**src/rtl/de_3to8_if.sv**
```systemverilog
// Select-decoder bus: code/enable toward the decoder, registered select lines back.
// The chg strobe exists only when DE3TO8_CHG_EN is defined.
interface de_3to8_if #(
  parameter int IN_W = 3
);
  localparam int OUT_W = 1 << IN_W;

  logic             en;
  logic [IN_W-1:0]  in;
  logic [OUT_W-1:0] out;
  logic             valid;
`ifdef DE3TO8_CHG_EN
  logic             chg;

  modport master (output en, in, input out, valid, chg);
  modport slave  (input en, in, output out, valid, chg);
`else
  modport master (output en, in, input out, valid);
  modport slave  (input en, in, output out, valid);
`endif
endinterface

```
**src/rtl/de_3to8.sv**
```systemverilog
// Registered IN_W-to-2**IN_W one-hot decoder with enable: 1-cycle latency, accepts every cycle (no backpressure).
// Define DE3TO8_CHG_EN to add the chg strobe that marks any change of the registered select pattern.
module de_3to8 #(
  parameter int IN_W           = 3,
  parameter bit OUT_ACTIVE_LOW = 1'b0
) (
  input  logic      clk,
  input  logic      rst,
  de_3to8_if.slave  bus
);
  localparam int OUT_W = 1 << IN_W;
  localparam logic [OUT_W-1:0] INACTIVE = OUT_ACTIVE_LOW ? {OUT_W{1'b1}} : {OUT_W{1'b0}};

  logic [OUT_W-1:0] dec;
  logic [OUT_W-1:0] nxt_out;
  logic [OUT_W-1:0] out_q;
  logic             valid_q;

  // Gating on en first keeps an unknown code from reaching the register while disabled.
  always_comb begin
    dec = '0;
    if (bus.en) begin
      dec[bus.in] = 1'b1;
    end
    nxt_out = dec ^ INACTIVE;
  end

  always_ff @(posedge clk or posedge rst) begin
    if (rst) begin
      out_q   <= INACTIVE;
      valid_q <= 1'b0;
    end else begin
      out_q   <= nxt_out;
      valid_q <= bus.en;
    end
  end

  assign bus.out   = out_q;
  assign bus.valid = valid_q;

`ifdef DE3TO8_CHG_EN
  logic chg_q;

  always_ff @(posedge clk or posedge rst) begin
    if (rst) begin
      chg_q <= 1'b0;
    end else begin
      chg_q <= (nxt_out != out_q);
    end
  end

  assign bus.chg = chg_q;
`endif
endmodule

```
**src/flat_wrapper.sv**
```systemverilog
// flat-port wrapper written by rule: the top's interface ports become plain ports
module de_3to8_flat 
#(
  parameter int IN_W           = 3,
  parameter bit OUT_ACTIVE_LOW = 1'b0
)
  (clk, rst, bus_en, bus_in, bus_out, bus_valid);
  de_3to8_if #(.IN_W(IN_W)) bus_i ();
  input  logic clk;
  input  logic rst;
  input wire logic [$bits(bus_i.en)-1:0] bus_en;
  input wire logic [$bits(bus_i.in)-1:0] bus_in;
  output wire logic [$bits(bus_i.out)-1:0] bus_out;
  output wire logic [$bits(bus_i.valid)-1:0] bus_valid;
  assign bus_i.en = bus_en;
  assign bus_i.in = bus_in;
  assign bus_out = bus_i.out;
  assign bus_valid = bus_i.valid;
  de_3to8 #(.IN_W(IN_W), .OUT_ACTIVE_LOW(OUT_ACTIVE_LOW)) u_core (.clk(clk), .rst(rst), .bus(bus_i));
endmodule
```
**config.mk**
```make
export PLATFORM = sky130hd
export DESIGN_NAME = de_3to8_flat
export DESIGN_NICKNAME = d
export VERILOG_FILES = /design/src/rtl/de_3to8_if.sv /design/src/rtl/de_3to8.sv /design/src/flat_wrapper.sv
export SDC_FILE = /design/constraint.sdc
export NUM_CORES = 1
export LEC_CHECK = 0
export CORE_AREA = 2 2 39 41
export CTS_CLUSTER_SIZE = 25
export DETAILED_ROUTE_END_ITERATION = 12
export DIE_AREA = 0 0 41 43
export DONT_BUFFER_PORTS = 1
export HOLD_SLACK_MARGIN = 0.12
export PLACE_DENSITY_LB_ADDON = 0.08
export SETUP_SLACK_MARGIN = 0.2
export SLEW_MARGIN = 20
export SYNTH_ARGS = -nofsm -noshare
export SYNTH_HDL_FRONTEND = slang
export SYNTH_SLANG_ARGS = --single-unit
```
**constraint.sdc**
```tcl
create_clock -name clk -period 0.8 [get_ports clk]
set_input_delay 0.2 -clock clk [delete_from_list [all_inputs] [get_ports clk]]
set_output_delay 0.2 -clock clk [all_outputs]
set_load 0.005 [all_outputs]
```
# Word level (Yosys, flattened, before mapping)
# Cells that the tools add are included.
dict set report op_classes {
  order_cmp 2
  muxes 3
  reduce_logical 1
}
# cell n
set op_table {}
lappend op_table {{$mux 8} 1}
lappend op_table {{$lt 3x4->1 const B} 1}
lappend op_table {{$demux 1 s3} 1}
lappend op_table {{$ge 3x1->1 const B} 1}
lappend op_table {{$logic_and 1x1->1} 1}
lappend op_table {{$mux 1} 1}
dict set report totals {
  ff_bits 9
  inputBits 6
  output_inout_bits 9
  wordCells 8
}

# Longest topological paths before layout
dict set report depth {
  depth_word 5
  ltp_mapped 1
  ltp_nobuf 1
}

# Least setup slack after synthesis
# Ideal clock, no wire load.
dict set report synth_timing {
  path_kind {flip-flop to output port}
  from {register u_core.out_q[0] (netlist: u_core.bus.out[0])}
  to {output port bus_out[0]}
  arrival_ns 0.349
  required_ns 0.600
  slack_ns 0.251
  path_stages_with_launch 1
  n_path_buf 0
  cell_sequence {dfrtp_1}
}
# item line_no
set synth_rtl {}
lappend synth_rtl {{from (decl)} de_3to8.sv:16} ;# logic [OUT_W-1:0] out_q;
lappend synth_rtl {{from (signal assigned)} de_3to8.sv:33} ;# out_q <= nxt_out;
lappend synth_rtl {{to (decl)} flat_wrapper.sv:13} ;# output wire logic [$bits(bus_i.out)-1:0] bus_out;
# No word-level cell between the ends.

# Final worst setup path
dict set report layout_timing {
  from {register u_core.out_q[1] (netlist: u_core.bus.out[1])}
  to {output port bus_out[1]}
}
# No word-level cell between the ends.

==> reports/results.tsv <==
metric	value	unit
number of CTS-inserted buffers	3	
logic gate share of total power	3.6	%
post-CTS setup buffers	0	
crit path kind	reg -> out	
setup ws final	-48.79	ps
YS warnings	0	
Period minus WS final	848.8	ps
Placed Cells	34	
routed length per instance	15.69	um
Die H	43	um
switch share	20.89	%
maximum vdd ir drop	0.5772	mV
RSZ-0062 raised after global routing	true	
vias	177	
worst min path class	in -> async	
flops & latches, synth	9	
Worst Setup End Kind	primary output	
sequential share of the synthesized area	69.23	%
P_sw	179.3	uW
initial core utilization	23.51	%
Max-slew headroom	77.84	%
layout cells sized above 1	47.83	%
final WL	612	um
Leak	0.1884	nW
register share of total power	55.3	%
clock power share	41.1	%
Remaining DRCs	0	
Diodes inserted	0	
status	finished with violations	
Multi-input gate area	96.34	sq um
P&R area growth vs syn	18.08	%
CP Launch Type	flip-flop	
mapped cell area	325.3	sq um
setup TNS	-347.6	ps
library cells used by synthesis	6	
FP Rows	14	
sequential cell area	225.2	sq um
Slew Limit Fails	0	
# hold bufs at CTS	1	
actual slew at the worst max-slew pin	332.1	ps
CTS root buffer	clkbuf_4	
non-filler cells in the finished layout	39	
Overall Global Routing Usage	9.422	%
IO Pins	15	
Mapped Nets	24	
grt ovf	0	
die width	41	um
vias per inst	4.538	
TritonCTS clock tree	done	
PwrDens	2234	nW/um^2
# setup viols final	9	
vias in the first global route	208	
Final Cycle Share	106.1	%
Crit path arrival time	650	ps
Cells after Synth	18	
nets@finish	30	
clock sink count	9	
antenna violations before repair	0	
CP required	600	ps
Avg Cell Area, Syn	18.07	sq um
first-pass GRT wire length	993	um
H-tree Lvls	1	
Worst-path clk slew	60	ps
Levels on crit path	0	
fillers	147	
GPL Wtd Cong	0.5364	
DIE AREA	1763	sq um
port bufs	0	
Post-DP HPWL	425.9	um
Fmax	1178	MHz
Internal Power	678.9	uW
final hold vios	10	
Max-Cap Viols	0	
failing checks	negative hold slack, negative setup slack	
Hold WS	-220.5	ps
worst-path maximum fanout	1	
largest net degree at the start of global routing	10	
TritonRoute pass-1 iters	2	
CORE AREA	1384	sq um
clk buf depth	2	
antenna viol nets, final	0	
initial DRC count	2	
per-layer routing:
metal	global-route usage (%)	share of wire [%]	vias to the layer above
met3	6.806	13	0
met4	8.000	0	0
met1	9.934	41	84
met5	0	0	-
met2	11.88	45	12
li1	-	-	81
repair_timing:
action | in CTS | in global routing
gates resized for setup | 0 | 1
setup endpoints to repair | 9 | 11
endpoints found under the hold margin | 11 | 11
power groups by stage:
stage	registers, mW	clock network, mW	logic, mW
2_1_floorplan	0.482	0	0.0227
3_3_place_gp	0.483	0	0.0259
3_5_place_dp	0.484	0	0.0263
4_1_cts	0.475	0.372	0.0314
5_1_grt	0.476	0.401	0.0359
6_report	0.475	0.353	0.0307
cell usage in the layout, fill, tap and decap left out:
cell	netlist	layout
and4b_2	3	3
nor4b_2	1	1
dlymetal6s4s_1	0	1
and4bb_2	3	3
and4_2	1	1
dfrtp_1	9	9
inv_1	1	1
clkbuf_1	0	1
clkbuf_4	0	3
metrics by stage:
| stage | power [mW] | setup WS [ps] | area, sq um | util (%) |
|---|---|---|---|---|
| final | 0.8582 | -48.79 | 384.1 | 27.76 |
| after global routing | 0.9128 | -83.04 | 384.1 | 27.76 |
| after CTS | 0.8786 | -68.57 | 381.6 | 27.58 |
| after detailed placement | 0.5103 | 224.6 | 345.3 | 24.95 |
| after global placement | 0.5088 | 237.7 | 345.3 | 24.95 |
| after floorplan | 0.5042 | 250.7 | 325.3 | - |
cells by family after synthesis:
| kind of cell | share of synthesized area, % |
|---|---|
| flops | 69.23 |
| simple gates | 29.61 |
| buf+inv | 1.153 |
state kept, by name (all words and copies together) (netlist names):
signal            cells
u_core.bus.valid      1
u_core.bus.out        8
worst paths after layout:
| kind | start | endpoint | slack (ps) |
|---|---|---|---|
| worst max-delay path | u_core.bus.out[1] | bus_out[1] | -50 |
| worst min-delay path | rst | u_core.bus.out[3] | -220 |
| max in group asynchronous | rst | u_core.bus.out[2] | 780 |
| min in group clk | bus_in[0] | u_core.bus.out[0] | -10 |
cells in the mapped netlist:
| master | count | area share, % |
|---|---|---|
| inv_1 | 1 | 1.2 |
| and4bb_2 | 3 | 12 |
| and4_2 | 1 | 3.1 |
| nor4b_2 | 1 | 4.6 |
| and4b_2 | 3 | 10 |
| dfrtp_1 | 9 | 69 |
area by class of cell:
| class | instances | share of cell area [%] |
|---|---|---|
| inverters | 1 | 0.9772 |
| clock buffers | 4 | 6.840 |
| repair buffers | 1 | 3.257 |
| multi-input cells | 8 | 25.08 |
| flip-flops and latches | 9 | 58.63 |
| well taps | 16 | 5.212 |
Note: power is estimated with default switching activity, not from simulation.
